$ cat src/rtl/hazard_pkg.sv
// Shared types and constants for the pipeline hazard/flush controller.
// Latency: n/a (declarations only).
// Backpressure: n/a.
package hazard_pkg;

    typedef enum logic [1:0] {
        ST_IDLE  = 2'd0,
        ST_FLUSH = 2'd1,
        ST_STALL = 2'd2
    } state_t;

    localparam int FLUSH_CYCLES_DEFAULT = 2;
    localparam int CNT_W                = 3;
    localparam int PERF_W               = 16;

    function automatic logic [PERF_W-1:0] sat_inc(input logic [PERF_W-1:0] v);
        return (&v) ? v : v + 1'b1;
    endfunction

endpackage

$ cat src/rtl/hazard_flush_unit_load_use.sv
// Load-use hazard comparator: EX load writing a register the ID instruction reads.
// Latency: purely combinational.
// Backpressure: none; result feeds the stall decision in the same cycle.
module load_use_detect #(
    parameter int REG_W = 5
) (
    input  logic             ex_readdmem,
    input  logic [REG_W-1:0] ex_rd,
    input  logic [REG_W-1:0] id_rs,
    input  logic [REG_W-1:0] id_rt,
    output logic             load_use
);

    // r0 is hardwired zero, so a load targeting it never creates a dependency.
    assign load_use = ex_readdmem && (ex_rd != '0) &&
                      ((ex_rd == id_rs) || (ex_rd == id_rt));

endmodule

$ cat src/rtl/hazard_flush_unit.sv
// Branch flush / load-use stall controller; HAZARD_PERF_CNT_EN adds event counters.
// Latency: redirect one cycle after branch_taken; load-use stall asserted in the same cycle.
// Backpressure: stalls PC and IF/ID for exactly one bubble per load-use hazard.
module hazard_flush_unit
    import hazard_pkg::*;
#(
    parameter int FLUSH_CYCLES = FLUSH_CYCLES_DEFAULT,
    parameter int ADDR_W       = 32,
    parameter int REG_W        = 5
) (
    input  logic              clk,
    input  logic              rst_n,
    input  logic              branch_taken,
    input  logic [ADDR_W-1:0] branch_target,
    input  logic              ex_readdmem,
    input  logic [REG_W-1:0]  ex_rd,
    input  logic [REG_W-1:0]  id_rs,
    input  logic [REG_W-1:0]  id_rt,
    output logic              flush,
    output logic              pc_write,
    output logic              ifid_write,
    output logic              redirect_valid,
    output logic [ADDR_W-1:0] redirect_pc
`ifdef HAZARD_PERF_CNT_EN
    ,
    output logic [PERF_W-1:0] flush_count,
    output logic [PERF_W-1:0] stall_count
`endif
);

    state_t           state;
    logic [CNT_W-1:0] cnt;
    logic             load_use;
    logic             bubble;

    load_use_detect #(.REG_W(REG_W)) u_load_use (
        .ex_readdmem (ex_readdmem),
        .ex_rd       (ex_rd),
        .id_rs       (id_rs),
        .id_rt       (id_rt),
        .load_use    (load_use)
    );

    // Bubble only from IDLE: STALL masks the held hazard, FLUSH discards it,
    // and a same-cycle branch wins. Gated by rst_n so reset outputs are clean.
    assign bubble     = rst_n && (state == ST_IDLE) && load_use && !branch_taken;
    assign flush      = (state == ST_FLUSH) || bubble;
    assign pc_write   = !bubble;
    assign ifid_write = !bubble;

    always_ff @(posedge clk or negedge rst_n) begin
        if (!rst_n) begin
            state          <= ST_IDLE;
            cnt            <= '0;
            redirect_pc    <= '0;
            redirect_valid <= 1'b0;
        end else begin
            redirect_valid <= branch_taken;
            if (branch_taken) begin
                state       <= ST_FLUSH;
                cnt         <= CNT_W'(FLUSH_CYCLES - 1);
                redirect_pc <= branch_target;
            end else begin
                case (state)
                    ST_IDLE:  if (load_use) state <= ST_STALL;
                    ST_FLUSH: begin
                        if (cnt == '0) state <= ST_IDLE;
                        else           cnt   <= cnt - 1'b1;
                    end
                    ST_STALL: state <= ST_IDLE;
                    default:  state <= ST_IDLE;
                endcase
            end
        end
    end

`ifdef HAZARD_PERF_CNT_EN
    always_ff @(posedge clk or negedge rst_n) begin
        if (!rst_n) begin
            flush_count <= '0;
            stall_count <= '0;
        end else begin
            if (branch_taken) flush_count <= sat_inc(flush_count);
            if (bubble)       stall_count <= sat_inc(stall_count);
        end
    end
`endif

endmodule
$ cat config.mk
export PLATFORM = sky130hd
export DESIGN_NAME = hazard_flush_unit
export DESIGN_NICKNAME = d
export VERILOG_FILES = /design/src/rtl/hazard_pkg.sv /design/src/rtl/hazard_flush_unit_load_use.sv /design/src/rtl/hazard_flush_unit.sv
export SDC_FILE = /design/constraint.sdc
export NUM_CORES = 1
export LEC_CHECK = 0
export ABC_AREA = 1
export BUFFER_PORTS_ARGS = -buffer_cell sky130_fd_sc_hd__buf_2
export CORE_ASPECT_RATIO = 2
export CORE_UTILIZATION = 40
export CTS_CLUSTER_SIZE = 40
export DETAILED_ROUTE_END_ITERATION = 8
export PLACE_DENSITY_LB_ADDON = 0.2
export SLEW_MARGIN = 20
export SYNTH_ARGS = -nofsm -noshare
export SYNTH_HDL_FRONTEND = slang
export SYNTH_SLANG_ARGS = --single-unit
$ cat constraint.sdc
create_clock -name clk -period 1 [get_ports clk]
set_input_delay 0.05 -clock clk [delete_from_list [all_inputs] [get_ports clk]]
set_output_delay 0.05 -clock clk [all_outputs]
set_load 0.01 [all_outputs]
==> metrics <==
Clk pwr share between 20 and 30%; worst clock skew roughly 0.00026 ns; synth top area cells dfrtp_1 (56%), nand2_1 (27%), inv_1 (3.3%); initial core utilization 41.9%; yosys synthesis warning count 0; Top-Level Pins 87; RD Place Congestion slightly above 0.7; post-synthesis sequential area ratio 55.5%; post-route ant nets 0; failing checks setup timing; Logic pwr share 24.9%; Netlist cell types 20; fin crit share 128%; RSZ-0062 raised after global routing yes; Finish-stage setup viols 7; Final Net Count between 300 and 400; Worst Max-Slew Pin Slew 0.471 ns; critical path data required time 0.95 ns; Via density between 4 and 5; worst path cell trace nor2_1, nand2_1, inv_2, nand2_2, nand3b_4, nand2_2, buf_6; Num CTS Buffers 5; Area after DPL between 2000 and 2500 um2; pre-CTS setup slack -0.0741 ns; TritonCTS clock tree done; vias in the first global route 1,718; drt total wl between 4 and 5 mm; share of total power in sequential cells between 40% and 50%; r2r setup slk -0.08 ns; # rows 33; DP Wirelength a little under 3 mm; Clk pin slew, worst setup/hold paths approximately 0.070 ns; CP Class reg -> out; Final Hold Viols 0; Pwr Density roughly 1400 nW/um2; Max Root-Sink Buffers 2; die width 48.3 um; post-route minimum period between 1 and 1.5 ns; layout cells sized above 1 roughly a third; Slew HR approximately two thirds; CTS H-tree depth 2; buffer and inverter count on the worst path 2; Critical Path Start state[0]$_DFFE_PN0P_; Worst-Skew Late Latency about 0.29 ns; largest net degree at the start of global routing 39; Port Buffers 86; initial antenna violation count 0; R2R Path Start cnt[0]$_DFFE_PN0P_; Yosys reg bits 38; max-slew violation count 0; cell leakage power approximately 1.6 nW; Synth async-reset ratio 100%; most frequent cell on the critical path nand2_2; WL/cell about 11 um; die height approximately 95 um; FILL cells around 380; DIE AREA around 4600 um2; hold depth 4; RR Endpoint cnt[0]$_DFFE_PN0P_; max frequency between 700 and 800 MHz; CP max-delay cell dfrtp_1; Antenna Cells 0; Hold Crit Start branch_taken; most frequent cell after synthesis nand2_1; final worst setup slack -0.276 ns; ys flop type dfrtp_1; gr usage total ~22%; Synth top area share between 50 and 60%; Syn Nets 270; Top delay family on crit path simple AND/OR/NAND/NOR gates; HP Class in -> reg; CP arrival roughly 1.2 ns; core area between 4000 and 5000 um2; outcome finished with violations; NetSw between 1 and 1.5 mW; Commonest cells post-synth nand2_1 (121), dfrtp_1 (38), inv_1 (15); critical path launch point type register; total gr overflow 0; total vias in the final route ~1,700; DRT iter0 DRCs 30; switch share about 28%; design area roughly 2700 um2; Syn-to-layout area delta 56.8%; EDFF count, synth 0; P_int approximately 2.7 mW; Peak supply drop between 1 and 1.5 mV; crit end category output port; clk root buf clkbuf_8; Mapped Area ~1700 um2; Yosys top cell by area dfrtp_1; CTS sink count 38; synthesized instance count ~220; drt pass-1 iters 4; drc violations 0; crit-path max cell delay 0.38 ns; first-pass GRT wire length approximately 7 mm; syn_area_per_cell about 7.9 um2; crit path max fanout 3; max-cap violations 0; worst reg2reg path depth 7; worst hold path endpoint redirect_pc[23]$_DFFE_PN0P_
[metrics by stage]
step                      util (%)  total power, mW  setup TNS, ns  std cells  hold WS, ns
after floorplan                  -             2.16        -0.0147        217       -0.246
after global placement        54.1             2.51         -0.101        353        0.189
after detailed placement      54.1             2.53         -0.179        353        0.188
after CTS                     65.5             3.79          -1.07        397       0.0984
after global routing          65.7             4.00          -1.91        397       0.0989
final                         65.7             3.75          -1.00        397       0.0957
[worst min-delay path: stages]
cell	delay (ns)
buf_2	0.12
inv_4	0.07
nand2_1	0.06
nand2_1	0.04
[final cells by class]
class / instances / area, um2 / share of cell area, %
well taps: 52 / 65.1 / 2.42
inverters: 22 / 85.1 / 3.17
repair buffers: 128 / 838 / 31.2
clock inverters: 1 / 5.00 / 0.186
multi-input cells: 149 / 656 / 24.4
flip-flops and latches: 38 / 951 / 35.4
clock buffers: 7 / 86.3 / 3.21
[worst max-delay path by stage]
stage / depth (start not counted) / slack [ns] / endpoint
after floorplan: 7 / -0.01 / cnt[0]$_DFFE_PN0P_
after global placement: 7 / -0.05 / cnt[0]$_DFFE_PN0P_
after detailed placement: 7 / -0.07 / cnt[0]$_DFFE_PN0P_
after CTS: 7 / -0.31 / flush
after global routing: 7 / -0.43 / flush
final: 7 / -0.28 / flush
[kinds of logic (layout without fill, tap and decap cells)]
family | Yosys count | after routing | share of synthesized area, %
and+or+nand+nor | 139 | 139 | 32.7
DFF | 38 | 38 | 55.5
buffers and inverters | 30 | 158 | 7.45
AOI/OAI and AO/OA | 6 | 6 | 1.83
adders and majority gates | 2 | 2 | 1.46
xor gates and xnor gates | 2 | 2 | 1.02
[placed cells by master (no fill, tap or decap), drive strengths merged]
cell,instances
dfrtp,38
clkbuf,7
clkinv,2
nand2,124
nand4,2
nor2,8
inv,21
buf,95
ha,2
xnor2,2
o21ai,4
nand3,4
dlygate4sd3,33
nand3b,1
o22ai,1
a21oi,1
[layer usage]
metal	global-route usage [%]	share of wire (%)
met5	0	0
met4	10.6	2.7
met3	4.21	4.6
met2	39.0	55
met1	22.9	37
[what timing repair did]
action,4_1_cts,5_1_grt
gates resized for setup,6,2
pin swaps,3,1
hold buffers,33,0
setup buffers,3,0
setup endpoints to repair,7,8
hold endpoints to repair,70,0
[power by group through the flow]
stage                     clock, mW  combinational (mW)  sequential [mW]
after floorplan                   0               0.319             1.84
after global placement            0               0.725             1.78
after detailed placement          0               0.743             1.78
after CTS                      1.11               0.919             1.76
after global routing           1.17                1.06             1.78
final                          1.06               0.935             1.76
[sequential cells by signal (all words and copies together) (netlist names)]
register	flops
redirect_valid	1
cnt	3
redirect_pc	32
state	2
Note: power is estimated with default switching activity, not from simulation.
